File: src/rtl/noise_channel_ctrl_pkg.sv
// Shared types and constants for the noise voice sequencer.
package noise_ctrl_pkg;

  localparam int unsigned DIV_W_DEF  = 16;
  localparam int unsigned HOLD_W_DEF = 8;

  localparam logic [7:0] VOL_MAX = 8'hFF;

  typedef enum logic [1:0] {
    IDLE,
    PLAY,
    DECAY
  } state_e;

endpackage

File: src/rtl/noise_channel_ctrl_step_divider.sv
// Step-period counter: ticks once every (period+1) cycles while running.
module step_divider
  import noise_ctrl_pkg::*;
#(
  parameter int unsigned DIV_W = DIV_W_DEF
) (
  input  logic             clk,
  input  logic             rst_n,
  input  logic             run,
  input  logic             clr,
  input  logic [DIV_W-1:0] period,
  output logic             tick
);

  logic [DIV_W-1:0] div_cnt_q, div_cnt_d;

  // A clear swallows a coinciding tick so a restart never emits a stale step.
  always_comb begin
    tick      = 1'b0;
    div_cnt_d = div_cnt_q;
    if (clr || !run) begin
      div_cnt_d = '0;
    end else if (div_cnt_q == period) begin
      tick      = 1'b1;
      div_cnt_d = '0;
    end else begin
      div_cnt_d = div_cnt_q + 1'b1;
    end
  end

  always_ff @(posedge clk or negedge rst_n) begin
    if (!rst_n) begin
      div_cnt_q <= '0;
    end else begin
      div_cnt_q <= div_cnt_d;
    end
  end

endmodule

File: src/rtl/noise_channel_ctrl.sv
// Noise voice sequencer: trigger-started burst, paced LFSR step-enable and
// hold-then-linear-decay volume envelope applied to the noise sample.
module noise_channel_ctrl
  import noise_ctrl_pkg::*;
#(
  parameter int unsigned DIV_W  = DIV_W_DEF,
  parameter int unsigned HOLD_W = HOLD_W_DEF
) (
  input  logic              clk,
  input  logic              rst_n,
  input  logic              trig,
  input  logic [DIV_W-1:0]  period,
  input  logic [HOLD_W-1:0] hold_len,
  input  logic [7:0]        decay_rate,
  input  logic [7:0]        noise_in,
  output logic              noise_step,
  output logic [7:0]        sample_out,
  output logic              busy
);

  state_e             state_q, state_d;
  logic [7:0]         vol_q, vol_d;
  logic [HOLD_W-1:0]  hold_cnt_q, hold_cnt_d;
  logic [DIV_W-1:0]   period_q, period_d;
  logic [HOLD_W-1:0]  hold_len_q, hold_len_d;
  logic [7:0]         rate_q, rate_d;
  logic               noise_step_q, noise_step_d;
  logic [7:0]         sample_q, sample_d;

  logic               tick;
  logic [HOLD_W:0]    hold_next;
  logic [7:0]         scaled;

  step_divider #(
    .DIV_W (DIV_W)
  ) u_step_divider (
    .clk    (clk),
    .rst_n  (rst_n),
    .run    (state_q != IDLE),
    .clr    (trig),
    .period (period_q),
    .tick   (tick)
  );

  assign hold_next = {1'b0, hold_cnt_q} + 1'b1;
  assign scaled    = 8'((16'(noise_in) * 16'(vol_q)) >> 8);

  always_comb begin
    state_d      = state_q;
    vol_d        = vol_q;
    hold_cnt_d   = hold_cnt_q;
    period_d     = period_q;
    hold_len_d   = hold_len_q;
    rate_d       = rate_q;
    noise_step_d = tick;

    if (trig) begin
      period_d   = period;
      hold_len_d = hold_len;
      rate_d     = (decay_rate == 8'd0) ? 8'd1 : decay_rate;
      vol_d      = VOL_MAX;
      hold_cnt_d = '0;
      state_d    = PLAY;
    end else if (tick) begin
      unique case (state_q)
        PLAY: begin
          if (hold_next >= {1'b0, hold_len_q}) begin
            state_d = DECAY;
          end else begin
            hold_cnt_d = hold_next[HOLD_W-1:0];
          end
        end
        DECAY: begin
          if (vol_q > rate_q) begin
            vol_d = vol_q - rate_q;
          end else begin
            vol_d   = '0;
            state_d = IDLE;
          end
        end
        default: ;
      endcase
    end

    // Gating on the next state keeps the registered sample at 0 for every cycle spent in IDLE.
    sample_d = (state_d == IDLE) ? '0 : scaled;
  end

  always_ff @(posedge clk or negedge rst_n) begin
    if (!rst_n) begin
      state_q      <= IDLE;
      vol_q        <= '0;
      hold_cnt_q   <= '0;
      period_q     <= '0;
      hold_len_q   <= '0;
      rate_q       <= 8'd1;
      noise_step_q <= 1'b0;
      sample_q     <= '0;
    end else begin
      state_q      <= state_d;
      vol_q        <= vol_d;
      hold_cnt_q   <= hold_cnt_d;
      period_q     <= period_d;
      hold_len_q   <= hold_len_d;
      rate_q       <= rate_d;
      noise_step_q <= noise_step_d;
      sample_q     <= sample_d;
    end
  end

  assign noise_step = noise_step_q;
  assign sample_out = sample_q;
  assign busy       = (state_q != IDLE);

endmodule

File: config.mk
export PLATFORM = sky130hd
export DESIGN_NAME = noise_channel_ctrl
export DESIGN_NICKNAME = d
export VERILOG_FILES = /design/src/rtl/noise_channel_ctrl_pkg.sv /design/src/rtl/noise_channel_ctrl_step_divider.sv /design/src/rtl/noise_channel_ctrl.sv
export SDC_FILE = /design/constraint.sdc
export NUM_CORES = 1
export LEC_CHECK = 0
export CAP_MARGIN = 20
export CORE_MARGIN = 2
export CORE_UTILIZATION = 60
export CTS_BUF_LIST = sky130_fd_sc_hd__clkbuf_8
export DETAILED_ROUTE_END_ITERATION = 16
export GPL_TIMING_DRIVEN = 0
export PLACE_DENSITY = 0.83
export SLEW_MARGIN = 40
export SYNTH_ARGS = -nofsm -noshare
export SYNTH_HDL_FRONTEND = slang
export SYNTH_SLANG_ARGS = --single-unit
File: constraint.sdc
create_clock -name clk -period 5.75 [get_ports clk]
set_input_delay 1.15 -clock clk [delete_from_list [all_inputs] [get_ports clk]]
set_output_delay 1.15 -clock clk [all_outputs]
set_load 0.01 [all_outputs]
; ---- Word level (Yosys, flattened, before mapping)
; Index checks and enable logic that the tools add are counted.
[word_totals]
output_inout_bits = 10
wordCells = 48
in_bits = 43
register_bits = 75
[op_classes]
reduce_logical = 10
n_addsub = 3
n_mul = 1
order_cmp = 2
n_eq_ne = 4
n_mux = 19
[ops]
columns = cell, n
row1 = $mux 8, 10
row2 = $mux 16, 2
row3 = $add 16x1->16 const B, 1
row4 = $eq 16x16->1, 1
row5 = $mul 8x8->16, 1
row6 = $add 8x1->9 const B, 1
row7 = $ge 9x8->1, 1
row8 = $gt 8x8->1, 1
row9 = $logic_not 8->1, 1
row10 = $mux 2, 4
row11 = $reduce_bool 2->1, 4
row12 = $sub 8x8->8, 1
row13 = $pmux 2 s2, 1
row14 = $reduce_and 3->1, 1
row15 = $eq 2x1->1 const B, 1
row16 = $eq 2x2->1 const B, 1
row17 = $logic_not 2->1, 1
row18 = $mux 1, 2
row19 = $ne 2x2->1 const B, 1
row20 = $reduce_and 2->1, 1
row21 = $logic_not 1->1, 1
row22 = $logic_or 1x1->1, 1

; ---- Logic depth before layout (Yosys ltp)
[logic_depth]
word_depth = 8
mapped_depth = 16
mapped_depth_nobuf = 16

; ---- Cells and area by module
; Synthesis repeated with hierarchy kept, for this count alone.
[unflattened]
cells_unflattened = 588
hier_area_um2 = 5856.9
[by_module_without_submodules]
columns = module, area_per_inst_um2, n_inst, seq_area_each_um2, cells_per_inst
row1 = noise_channel_ctrl, 4858.4, 1, 1477.7, 489
row2 = step_divider, 998.5, 1, 400.4, 99

; ---- Worst setup path before layout
; No wires, ideal clock.
[synth_timing]
kind = input -> register
startpoint = input noise_in[1]
endpoint = register sample_q[7] (netlist: sample_out[7])
path_stages = 15
slack_ps = 535
arrival_ps = 5096
required_ps = 5631
n_path_buf = 0
setup_time_ps = 119
cell_sequence = and2_1 -> fa_1 -> fa_1 -> inv_1 -> fa_1 -> inv_1 -> fa_1 -> ha_1 -> a2111oi_0 -> o21ai_0 -> a41oi_1 -> o211ai_1 -> o31a_1 -> xnor2_1 -> and2_1
[synth_between]
elab_chain_cells = 2
[synth_rtl]
columns = element, line_no
row1 = from (decl), noise_channel_ctrl.sv:15  ; input logic [7:0] noise_in,
row2 = $mul 8x8->16, noise_channel_ctrl.sv:46  ; assign scaled = 8'((16'(noise_in) * 16'(vol_q)) >> 8);
row3 = $mux 8, noise_channel_ctrl.sv:86  ; sample_d = (state_d == IDLE) ? '0 : scaled;
row4 = named net sample_d[7], noise_channel_ctrl.sv:28  ; logic [7:0] sample_q, sample_d;
row5 = to (signal assigned), noise_channel_ctrl.sv:107  ; sample_q <= sample_d;
row6 = to (decl), noise_channel_ctrl.sv:28
; The timed path passes the listed nets, and every way through them passes these cells.
; A chain may end at the register's enable or synchronous reset.

; ---- Final worst setup path
[layout_timing]
startpoint = input noise_in[2]
endpoint = register sample_q[7] (netlist: sample_out[7])
; The elaborated chain is that of the path after synthesis.

==> results.py <==
metrics = {
    "run_status": {
        "outcome": "finished, final reports clean",
    },
    "floorplanning": {
        "initial_utilization": 0.615,
        "dieArea_um2": 10200,
        "die_w_um": 101,
        "core.rowCount": 35,
        "die_h_um": 101,
        "io_pins": 53,
        "core-area_um2": 9200,
    },
    "synthesis": {
        "ys_seq_area_frac": 0.332,
        "leading_area_contributor_after_synthesis": "sky130_fd_sc_hd__dfrtp_1",
        "netlist_area_um2": 5650,
        "synthesis.area_per_instance_um2": 10.1,
        "synth.ff_latch_count": 75,
        "synth_top_cells_by_count": "sky130_fd_sc_hd__dfrtp_1 (74), sky130_fd_sc_hd__inv_1 (70), sky130_fd_sc_hd__and2_1 (57)",
        "share_of_yosys_cell_area_claimed_by_the_top_area_cell_type": 0.328,
        "synth_warnings": 0,
        "synthesis.instances": 560,
        "postSynth.topFlopCell": "sky130_fd_sc_hd__dfrtp_1",
        "synth.area.top_cells": "sky130_fd_sc_hd__dfrtp_1 (33%), sky130_fd_sc_hd__fa_1 (13%), sky130_fd_sc_hd__ha_1 (12%)",
        "leading_cell_type_by_number_of_instances_after_synthesis": "sky130_fd_sc_hd__dfrtp_1",
        "number_of_nets_produced_by_synthesis": 693,
        "synth-edff-count": 0,
        "synthArstFlopShare": 1.00,
        "synth.lib_cells_used.distinct": 45,
    },
    "global_route": {
        "grt_start_max_net_pins": 39,
        "global_route.overflow_total": 0,
        "globalRouteTotalUtil": 0.246,
        "antenna_found_initial": 0,
        "wire_length_of_the_first_global_routing_pass_mm": 19.6,
        "vias_in_the_first_global_route": 4310,
    },
    "pwr": {
        "combPwrFrac": 0.482,
        "share_seq_of_total_power": 0.309,
        "p_sw_mw": 0.696,
        "total_power_mw": 1.99,
        "power.density_cell_area_nw_per_um2": 303,
        "maximum_ir_drop_on_the_vdd_rail_mv": 0.171,
        "leakagePower_nw": 3.12,
        "p_int_mw": 1.29,
        "switching_share": 0.351,
        "power_frac_clock": 0.209,
    },
    "job": {
        "cap_violations": 0,
    },
    "placement": {
        "gp_routability_congestion": 0.886,
        "dp.final_hpwl_mm": 8.91,
        "placed_cells": 724,
        "place_worst_setup_slack_ps": -535,
        "number_of_port_buffers": 52,
    },
    "clock_network": {
        "numClockSinks": 75,
        "cts-root-buf": "sky130_fd_sc_hd__clkbuf_8",
        "clock_tree_from_tritoncts": "built",
        "htree_num_levels": 3,
        "ctsLongestPathBuffers": 2,
        "cts_inserted_buffers": 9,
        "clk_pin_slew_ps": 80,
        "insertion_delay_ps": 360,
    },
    "hold_path": {
        "whs_path_depth": 2,
        "hold_path.startpoint": "rate_q[0]",
        "path_class_of_the_lowest_slack_min_delay_path": "reg -> reg",
        "holdPathEnd": "rate_q[0]",
    },
    "sta": {
        "post-route-period-util": 0.957,
        "finalWorstSetupSlack_ps": 249,
        "max_slew_margin": 0.591,
        "timing.clock.skew_ps": 12.1,
        "finalHoldWorstSlack_ps": 508,
        "post-route-min-period_ps": 5500,
        "setup_total_negative_slack_ps": 0,
        "maximum_frequency_from_static_timing_analysis_mhz": 182,
        "setup_repair_after_global_routing_missed_its_margin": "no",
        "report.final.hold_viol_count": 0,
        "final-max-slew-violation-count": 0,
        "finalSetupViolCount": 0,
        "max_slew.worst_pin.slew_ps": 613,
    },
    "layout": {
        "num-nets-final": 759,
        "layout-drive-gt1-share": 0.0778,
        "syn2layout_area_growth_pct": 16.0,
        "num_antenna_cells": 0,
        "finalNonFillerCells": 741,
        "fill_cells": 688,
    },
    "critical_path": {
        "type_of_element_capturing_the_critical_path": "register",
        "worstSetupPathType": "in -> reg",
        "timing.critical_path.fanout_max": 8,
        "register_to_register_setup_slack_ps": 940,
        "r2r_endpoint": "sample_out[7]",
        "timing.reg2reg.worst_path_depth": 15,
        "crit-reg2reg-launch": "vol_q[7]",
        "worst-endpoint-arrival_ps": 5750,
        "start_kind": "input port",
        "worst_ep_required_time_ps": 6000,
    },
    "route": {
        "detailedRoute.firstPassIterationCount": 4,
        "post-route-drc-count": 0,
        "average_routed_wire_per_standard_cell_um": 15.2,
        "route.antenna.remaining_nets": 0,
        "overall_via_count_from_detail_route": 4109,
        "wl_mm": 11.2,
        "post_drt_via_cell_ratio": 5.55,
        "drt-initial-drc-count": 222,
    },
}
## worst max path at each step
| stage | start | endpoint |
|---|---|---|
| 3_3_place_gp | noise_in[1] | sample_out[7] |
| 2_1_floorplan | noise_in[1] | sample_out[7] |
| 5_1_grt | noise_in[1] | sample_out[7] |
| 3_5_place_dp | noise_in[0] | sample_out[7] |
| 6_report | noise_in[2] | sample_out[7] |
| 4_1_cts | noise_in[1] | sample_out[7] |
## layout make-up
type / count / area [µm²] / area share
clock buffer: 10 / 138 / 0.0210
sequential: 75 / 1880 / 0.286
clock inverter: 5 / 60.1 / 0.00916
timing repair buffer: 55 / 557 / 0.0849
multi-input combinational: 404 / 3470 / 0.530
tap: 111 / 139 / 0.0212
inverter: 70 / 263 / 0.0401
buffer: 11 / 48.8 / 0.00744
## state kept, by name (all words and copies together), names as in the netlist
register                  flops
hold_cnt_q                    8
hold_len_q                    8
noise_step                    1
period_q                     16
rate_q                        8
sample_out                    8
state_q                       2
u_step_divider.div_cnt_q     16
vol_q                         8
## per-stage QoR
stage	utilization	cell area, µm²
after global placement	0.687	6310
after CTS	0.711	6540
final	0.713	6560
after global routing	0.713	6560
after floorplan	-	5650
after detailed placement	0.689	6330
## repair_timing
action	in CTS	in global routing
hold buffers	0	0
buffers inserted	0	2
pin swaps	0	1
resized for setup	1	2
hold endpoints to repair	0	0
setup endpoints to repair	2	4
## routing by layer
metal / vias up / part of all wire / GRT usage
met1: 2028 / 0.44 / 0.324
met3: 18 / 0.039 / 0.0395
met5: - / 0 / 0
met4: 0 / 0.020 / 0.0904
li1: 1979 / - / -
met2: 84 / 0.50 / 0.414
## critical path, stage by stage
cell	delay [ps]
sky130_fd_sc_hd__clkdlybuf4s50_1	540
sky130_fd_sc_hd__and2_1	240
sky130_fd_sc_hd__fa_1	530
sky130_fd_sc_hd__fa_1	530
sky130_fd_sc_hd__fa_1	560
sky130_fd_sc_hd__inv_1	60
sky130_fd_sc_hd__fa_1	550
sky130_fd_sc_hd__inv_1	50
sky130_fd_sc_hd__ha_1	340
sky130_fd_sc_hd__a21o_1	210
sky130_fd_sc_hd__a41oi_2	210
sky130_fd_sc_hd__o211ai_1	200
sky130_fd_sc_hd__o31a_1	290
sky130_fd_sc_hd__xnor2_1	140
sky130_fd_sc_hd__and2_1	160
## power groups by stage
| stage | Combinational, mW | Sequential, mW | Clock (mW) |
|---|---|---|---|
| floorplan | 0.638 | 0.634 | 0 |
| finish | 0.956 | 0.614 | 0.415 |
| global placement | 0.863 | 0.623 | 0 |
| global route | 1.09 | 0.620 | 0.442 |
| detailed placement | 0.913 | 0.625 | 0 |
| CTS | 0.936 | 0.614 | 0.420 |
## kinds of logic (layout without fill, tap and decap cells)
kind of cell | Yosys count | after routing | share of synthesized area
AOI/OAI and AO/OA | 65 | 65 | 0.0770
xor gates and xnor gates | 50 | 50 | 0.0775
adders and majority gates | 90 | 90 | 0.247
buffers and inverters | 81 | 151 | 0.0551
DFF | 75 | 75 | 0.332
muxes | 22 | 22 | 0.0438
and+or+nand+nor | 177 | 177 | 0.168
## cells in the final DEF (no fill, tap or decap), types with 8 or more instances in the layout
cell,count
sky130_fd_sc_hd__a21oi_1,9
sky130_fd_sc_hd__a221o_1,8
sky130_fd_sc_hd__and2_1,57
sky130_fd_sc_hd__and3_1,8
sky130_fd_sc_hd__clkbuf_8,10
sky130_fd_sc_hd__clkdlybuf4s50_1,51
sky130_fd_sc_hd__dfrtp_1,74
sky130_fd_sc_hd__fa_1,36
sky130_fd_sc_hd__ha_1,54
sky130_fd_sc_hd__inv_1,70
sky130_fd_sc_hd__mux2_2,22
sky130_fd_sc_hd__nand2_1,38
sky130_fd_sc_hd__nand3_1,11
sky130_fd_sc_hd__nor2_1,26
sky130_fd_sc_hd__nor2b_1,8
sky130_fd_sc_hd__o21ai_0,25
sky130_fd_sc_hd__xnor2_1,17
sky130_fd_sc_hd__xor2_1,33
(Power assumes the default switching activity.)
